`src/rtl/digit_serial_adder.sv`:
```
// Digit-serial adder/subtractor: consumes D bits per clock through a
// registered carry, so an N-bit operation takes N/D cycles after accept.
// Results (sum/cout/overflow) are held from done until the next result lands.
//
//   state  | meaning
//   IDLE   | waiting for start
//   RUN    | one digit processed per clock, LSB digit first
//   FINISH | done pulse; a new start here restarts with no idle cycle
module digit_serial_adder #(
  parameter int N = 16,
  parameter int D = 1
) (
  input  logic         clk,
  input  logic         rst,
  input  logic         start,
  input  logic         sub,
  input  logic [N-1:0] a,
  input  logic [N-1:0] b,
  input  logic         cin,
  output logic         busy,
  output logic         done,
  output logic [N-1:0] sum,
  output logic         cout,
  output logic         overflow
);

  localparam int C  = N / D;
  localparam int CW = (C > 1) ? $clog2(C) : 1;
  localparam logic [CW-1:0] LAST = CW'(C - 1);

  // Reject digit widths that do not tile the operand exactly.
  if (D < 1 || D > N || (N % D) != 0) begin : g_bad_params
    $error("digit_serial_adder: D must lie in 1..N and divide N");
  end

  typedef enum logic [1:0] {IDLE, RUN, FINISH} state_t;

  state_t        state;
  logic [N-1:0]  a_sr;
  logic [N-1:0]  b_sr;
  logic          carry;
  logic [CW-1:0] cnt;
  logic [D:0]    dsum;
  logic          msb_cin;
  logic [N-1:0]  result;
  logic          accept;

  assign accept = start && (state == IDLE || state == FINISH);

  assign dsum = {1'b0, a_sr[D-1:0]} + {1'b0, b_sr[D-1:0]} + {{D{1'b0}}, carry};

  // Carry into the digit MSB recovered from its sum bit (s = a ^ b ^ c).
  assign msb_cin = a_sr[D-1] ^ b_sr[D-1] ^ dsum[D-1];

  if (D < N) begin : g_shift
    // Holds only the digits already produced; the final digit comes
    // straight from dsum on the last edge.
    logic [N-D-1:0] part;

    assign result = {dsum[D-1:0], part};

    // Shift each new digit into the top of the partial result.
    always_ff @(posedge clk or negedge rst) begin
      if (!rst) begin
        part <= '0;
      end else if (state == RUN) begin
        part <= result[N-1:D];
      end
    end
  end else begin : g_single
    assign result = dsum[D-1:0];
  end

  // Control FSM, operand shifters, carry, digit counter and result registers.
  always_ff @(posedge clk or negedge rst) begin
    if (!rst) begin
      state    <= IDLE;
      a_sr     <= '0;
      b_sr     <= '0;
      carry    <= 1'b0;
      cnt      <= '0;
      busy     <= 1'b0;
      done     <= 1'b0;
      sum      <= '0;
      cout     <= 1'b0;
      overflow <= 1'b0;
    end else begin
      done <= 1'b0;
      if (accept) begin
        a_sr  <= a;
        b_sr  <= sub ? ~b : b;
        carry <= sub ? 1'b1 : cin;
        cnt   <= '0;
        busy  <= 1'b1;
        state <= RUN;
      end else if (state == RUN) begin
        a_sr  <= a_sr >> D;
        b_sr  <= b_sr >> D;
        carry <= dsum[D];
        if (cnt == LAST) begin
          sum      <= result;
          cout     <= dsum[D];
          overflow <= msb_cin ^ dsum[D];
          done     <= 1'b1;
          busy     <= 1'b0;
          state    <= FINISH;
        end else begin
          cnt <= cnt + 1'b1;
        end
      end else begin
        state <= IDLE;
      end
    end
  end

endmodule
```
`config.mk`:
```
export PLATFORM = sky130hd
export DESIGN_NAME = digit_serial_adder
export DESIGN_NICKNAME = d
export VERILOG_FILES = /design/src/rtl/digit_serial_adder.sv
export SDC_FILE = /design/constraint.sdc
export NUM_CORES = 1
export LEC_CHECK = 0
export CAP_MARGIN = 25
export CELL_PAD_IN_SITES_DETAIL_PLACEMENT = 2
export CELL_PAD_IN_SITES_GLOBAL_PLACEMENT = 2
export CORE_UTILIZATION = 37
export CTS_BUF_LIST = sky130_fd_sc_hd__clkbuf_4 sky130_fd_sc_hd__clkbuf_8
export CTS_CLUSTER_DIAMETER = 200
export CTS_CLUSTER_SIZE = 24
export DETAILED_ROUTE_END_ITERATION = 12
export PLACE_DENSITY_LB_ADDON = 0.1
export SYNTH_ARGS = -nofsm -noshare
export SYNTH_HDL_FRONTEND = slang
export SYNTH_SLANG_ARGS = --single-unit
```
`constraint.sdc`:
```
create_clock -name clk -period 2.7 [get_ports clk]
set_input_delay 0.405 -clock clk [delete_from_list [all_inputs] [get_ports clk]]
set_output_delay 0.405 -clock clk [all_outputs]
set_load 0.05 [all_outputs]
```
==> results.sh <==
export IMPL_outcome="finished, final reports clean"
export IMPL_yosys_warnings=0
export IMPL_setup_viol=0
export IMPL_start_util=0.384
export IMPL_grt_pass1_wl_um=13900
export IMPL_cp_arrival_ns=1.52
export IMPL_routed_wl_um=8010
export IMPL_synth_compound_area_frac=0.0804
export IMPL_synth_seq_area_share=0.553
export IMPL_mostFrequentLayoutCells="99 x nand2_1, 74 x dfrtp_1, 55 x clkdlybuf4s50_1"
export IMPL_fill_cells=933
export IMPL_relSlewSlack=0.642
export IMPL_vias=2493
export IMPL_finalNetCount=416
export IMPL_hold_class="input pin to async pin"
export IMPL_path_buf_inv=1
export IMPL_via_per_inst=5.10
export IMPL_worstPathMaxFanout=2
export IMPL_ys_types=34
export IMPL_drive_above_1_share=0.121
export IMPL_rsz0062_at_grt="false"
export IMPL_final_util=0.479
export IMPL_die_w_um=97.1
export IMPL_clock_skew_ns=0.0114
export IMPL_grt_pass1_vias=2758
export IMPL_cts_made_buffers=9
export IMPL_dr_pass1_iters=4
export IMPL_r2r_setup_slack_ns=0.96
export IMPL_critPathLaunchType="flop"
export IMPL_worstPathCellList="clkdlybuf4s50_1"
export IMPL_port_buffers=56
export IMPL_clkLatencyLatePin_ns=0.35
export IMPL_crit_type="flop to output port"
export IMPL_fin_tns_setup_ns=0
export IMPL_io_pin_count=57
export IMPL_hold_viol_final=0
export IMPL_pre_cts_ws_ns=0.606
export IMPL_post_cts_buffers=0
export IMPL_cts_root_buf="clkbuf_8"
export IMPL_dieArea_um2=9430
export IMPL_setup_slack_ns=0.777
export IMPL_synth_top_family_by_area="simple AND/OR/NAND/NOR gates"
export IMPL_synthCells=326
export IMPL_fin_crit_sh=0.712
export IMPL_maxClockFrequency_ghz=0.520
export IMPL_areaGrowthSynthToFinish_pct=25.0
export IMPL_synth_simple_area_share=0.180
export IMPL_synth_mux_area_frac=0.0808
export IMPL_syn_area_um2=3350
export IMPL_clockBufferDepth=2
export IMPL_drt_initial_drc_count=80
export IMPL_wl_per_cell_um=16.4
export IMPL_critical_path_slowest_cell="clkdlybuf4s50_1"
export IMPL_final_max_slew_viol_count=0
export IMPL_syn_nets=365
export IMPL_drv_cap=0
export IMPL_grt_max_degree=75
export IMPL_final_antenna_net_count=0
export IMPL_cpLargestDelayFamily="buffers and inverters"
export IMPL_cpPeakStageDelay_ns=0.80
export IMPL_path_clk_slew_ns=0.09
export IMPL_cp_end_kind="output port"
export IMPL_tightest_slew_ns=0.537
export IMPL_cts_resized=0
export IMPL_power_leakage_nw=1.91
export IMPL_antenna_found_initial=0
export IMPL_synth_adder_area_share=0.00972
export IMPL_cts_hold_buf=0
export IMPL_diodes=0
export IMPL_required_ns=2.30
export IMPL_htreeDepth=3
export IMPL_gp_congestion=0.710
export IMPL_power_density_nw_per_um2=1150
export IMPL_syn_avg_cell_area_um2=10.3
export IMPL_finalCriticalPeriod_ns=1.92
export IMPL_clock_sinks=74
export IMPL_coreArea_um2=8720
export IMPL_cts_tree="yes"
export IMPL_track_usage=0.186
export IMPL_mostFrequentLayoutCell="nand2_1"
export IMPL_row_count=34
export IMPL_synth_xor_area_frac=0.0497
export IMPL_synth_seq_cells=74
export IMPL_die_height_um=97.1
export IMPL_grt_overflow_total=0
export IMPL_ir_drop_v=0.000346
export IMPL_drc_errors=0
export IMPL_dpl_hpwl_um=5330
==> synthesized netlist by cell type <==
library cell	n	area [µm²]
nand2_1	99	372
dfrtp_1	74	1850
nor2_1	31	116
a31oi_1	26	163
mux2_4	18	270
xor2_1	17	149
buf_2	14	70.1
clkbuf_1	6	22.5
o21ai_0	4	20.0
a21oi_1	3	15.0
nand3_1	3	15.0
nor3_1	3	15.0
a22o_1	2	17.5
a22oi_1	2	15.0
buf_12	2	40.0
nand2b_1	2	12.5
o22ai_1	2	12.5
xnor2_1	2	17.5
a221o_1	1	10.0
and3_1	1	6.26
and4_1	1	8.76
and4_4	1	11.3
and4b_1	1	10.0
buf_4	1	7.51
buf_6	1	11.3
fa_1	1	20.0
ha_1	1	12.5
inv_1	1	3.75
nand3b_1	1	7.51
nor2b_1	1	6.26
nor2b_4	1	13.8
o311ai_0	1	8.76
o31ai_1	1	7.51
or3_1	1	6.26
==> layer usage <==
layer	track usage	vias up	routed length (µm)	part of all wire
li1	-	1179	-	-
met1	0.243	1250	3690	0.46
met2	0.309	48	3940	0.49
met3	0.0295	16	220	0.027
met4	0.0735	0	161	0.020
met5	0	-	0	0
==> metrics by stage <==
stage,instances,power (mW),cell area (µm²),hold slack [ns]
floorplan,326,3.29,3350,0.109
global placement,473,3.80,3950,0.468
detailed placement,473,3.92,3950,0.490
CTS,488,4.90,4160,0.237
global route,489,5.16,4180,0.0185
finish,489,4.82,4180,0.000703
==> flip-flops by register name, indices dropped and copies added, names as in the netlist, 2 cells and up <==
name / count
a_sr: 16
b_sr: 16
cnt: 4
g_shift.part: 15
state: 2
sum: 16
==> worst paths after layout <==
check | endpoint | from | depth (start not counted)
min in group clk | g_shift.part[5] | g_shift.part[6] | 2
max in group asynchronous | a_sr[13] | rst | 2
setup reg to reg | overflow | a_sr[0] | 4
hold reg to reg | g_shift.part[5] | g_shift.part[6] | 2
setup / recovery | sum[9] | sum[9] | 1
hold / removal | sum[2] | rst | 1
==> cell type report <==
| class | count | area, µm² | share of cell area |
|---|---|---|---|
| Tap cell | 108 | 135 | 0.0323 |
| Clock inverter | 6 | 92.6 | 0.0221 |
| Inverter | 1 | 3.75 | 0.000898 |
| Sequential cell | 74 | 1850 | 0.443 |
| Clock buffer | 9 | 124 | 0.0296 |
| Multi-Input combinational cell | 227 | 1340 | 0.321 |
| Timing Repair Buffer | 64 | 631 | 0.151 |
==> power breakdown <==
group          total, mW  internal (mW)  leakage, nW  switching, mW
Sequential          1.91           1.59        0.932          0.323
Clock              0.951          0.518        0.102          0.433
Combinational       1.96          0.811        0.879           1.15
Total               4.82           2.92         1.91           1.91
==> logic make-up after synthesis <==
group / count (synthesis)
compound gates: 42
xor+xnor: 19
fa+ha+maj: 2
buf+inv: 25
flops: 74
mux: 18
simple gates: 146
No activity file was read; power rests on OpenSTA's default activity.
==> edit (config.mk and constraints unchanged) <==
Register the output `sum` once more; this adds one clock of latency there. The other outputs are not delayed to match.
--- a/src/rtl/digit_serial_adder.sv
+++ b/src/rtl/digit_serial_adder.sv
@@ -28,4 +28,6 @@
   localparam int CW = (C > 1) ? $clog2(C) : 1;
   localparam logic [CW-1:0] LAST = CW'(C - 1);
+
+  logic [N-1:0] sum_s0;
 
   // Reject digit widths that do not tile the operand exactly.
@@ -82,5 +84,5 @@
       busy     <= 1'b0;
       done     <= 1'b0;
-      sum      <= '0;
+      sum_s0   <= '0;
       cout     <= 1'b0;
       overflow <= 1'b0;
@@ -99,5 +101,5 @@
         carry <= dsum[D];
         if (cnt == LAST) begin
-          sum      <= result;
+          sum_s0   <= result;
           cout     <= dsum[D];
           overflow <= msb_cin ^ dsum[D];
@@ -114,3 +116,7 @@
   end
 
+  always_ff @(posedge clk) begin
+    sum <= sum_s0;
+  end
+
 endmodule
Function: no difference found for any inputs over 10 cycles, from zero or initial values and one cycle with rst low; that may be too few to reach the edited logic, so the function may still have changed.
==> edit against the original RTL <==
  * Design area increased by 8.0%
  * Power increased by 6.4%
  * Wire length increased by 5.5%
  * Setup slack got worse by 0.090 ns
  * Via count increased by 6.1%
  * Synthesized cell count increased by 6.1%
  * Register-to-register slack improved by 0.02 ns
  * Sequential power increased by 18%
  * Cell count increased by 8.6%
  * Sequential cell count increased by 16
  * Area after synthesis increased by 8.7%
==> edit: results <==
group,metric,value,unit
global_routing,met3_usage,0.0566,
synthesis,synth-async-reset-ratio,0.822,
cells_and_area,final_nets,436,
power_and_ir_drop,cell_internal_pwr,3.14,mW
synthesis,synthTopCellsByArea,"sky130_fd_sc_hd__dfrtp_1 51%, sky130_fd_sc_hd__nand2_1 11%, sky130_fd_sc_hd__dfxtp_1 8.8%, sky130_fd_sc_hd__mux2_4 7.4%, sky130_fd_sc_hd__a31oi_1 4.8%",
power_and_ir_drop,seq_power,2.25,mW
synthesis,synth_cell_type_count,32,
timing,fin_crit,2.01,ns
synthesis,synthTopCellsByCount,"106 x sky130_fd_sc_hd__nand2_1, 74 x sky130_fd_sc_hd__dfrtp_1, 28 x sky130_fd_sc_hd__a31oi_1, 28 x sky130_fd_sc_hd__nor2_1, 18 x sky130_fd_sc_hd__mux2_4",
route,met1_wirelength,3720,microns
place,placed_area,4280,sq um
setup_path,timing.rr.start,"a_sr[0]$_DFFE_PN0P_",
timing,fin_hold_ws,0.381,ns
cells_and_area,final_layout_size_suffix_gt1_frac,0.112,
outcome,run_status,"finished, final reports clean",
route,detailroute.via_count,2646,
global_routing,grt_pass1_wl,14400,microns
power_and_ir_drop,power_leakage,2.04,nW
setup_path,cpPeakStageDelay,0.84,ns
global_routing,grt_usage,0.185,
place,dp.cells,513,
synthesis,mappedNetlistNets,385,
route,initialDrtViolationCount,58,
place,detailedPlace.worstSlack,0.674,ns
route,highest-signal-layer,"met4",
place,hpwl,5460,microns
power_and_ir_drop,sw_frac_of_total,0.387,
route,routed-wl-met2,4360,microns
timing,worst_pin_slew,0.658,ns
route,dr_wl_met3,283,microns
hold_path,timing.hold.worst.class,"register to register",
setup_path,worst_setup_path_endpoint,"overflow",
place,port-buffer-count,56,
global_routing,grt_use_met2,0.322,
place,gp_routability_congestion,0.707,
synthesis,ys_seq_area_frac,0.597,
power_and_ir_drop,powerClk,0.952,mW
power_and_ir_drop,vdd_drop_max,0.445,mV
clocking,clkLatencyLatePin,0.36,ns
global_routing,first_global_vias,2928,
global_routing,globalRouteMet1Util,0.221,
cells_and_area,layoutNonFillerInstCount,531,
timing,fin_worst_skew,0.0157,ns
setup_path,worst_ep_arrival_time,1.61,ns
route,post_drt_wl_per_cell,15.9,microns
setup_path,critical_path.startpoint,"overflow$_DFFE_PN0P_",
## edit: cell count changes in the layout (fill, tap and decap cells not counted), sizes merged, moves of 3 or more
| cell | before | now |
|---|---|---|
| nand2 | 99 | 106 |
| nor2 | 31 | 28 |
| dfxtp | 0 | 16 |
| nand3 | 3 | 6 |
## edit: cells by family (layout without fill, tap and decap cells)
logic type / Yosys count / count (layout) / synth area share
DFF: 90 / 90 / 0.597
buffers and inverters: 24 / 80 / 0.0337
and+or+nand+nor: 151 / 151 / 0.169
xor gates and xnor gates: 19 / 19 / 0.0458
AOI/OAI and AO/OA: 42 / 42 / 0.0705
muxes: 18 / 18 / 0.0743
adders and majority gates: 2 / 2 / 0.00895
## edit: cell type report
class                      instances  area, sq um
clock buffer                      11          139
inverter                           1         3.75
tap                              129          161
clock inverter                     5         62.6
timing repair buffer              63          626
multi-input combinational        232         1350
sequential                        90         2170
fill                            1010         4860
## edit: timing repair
item,CTS,global route
buffers inserted,0,0
hold buffers,0,1
endpoints found under the hold margin,0,25
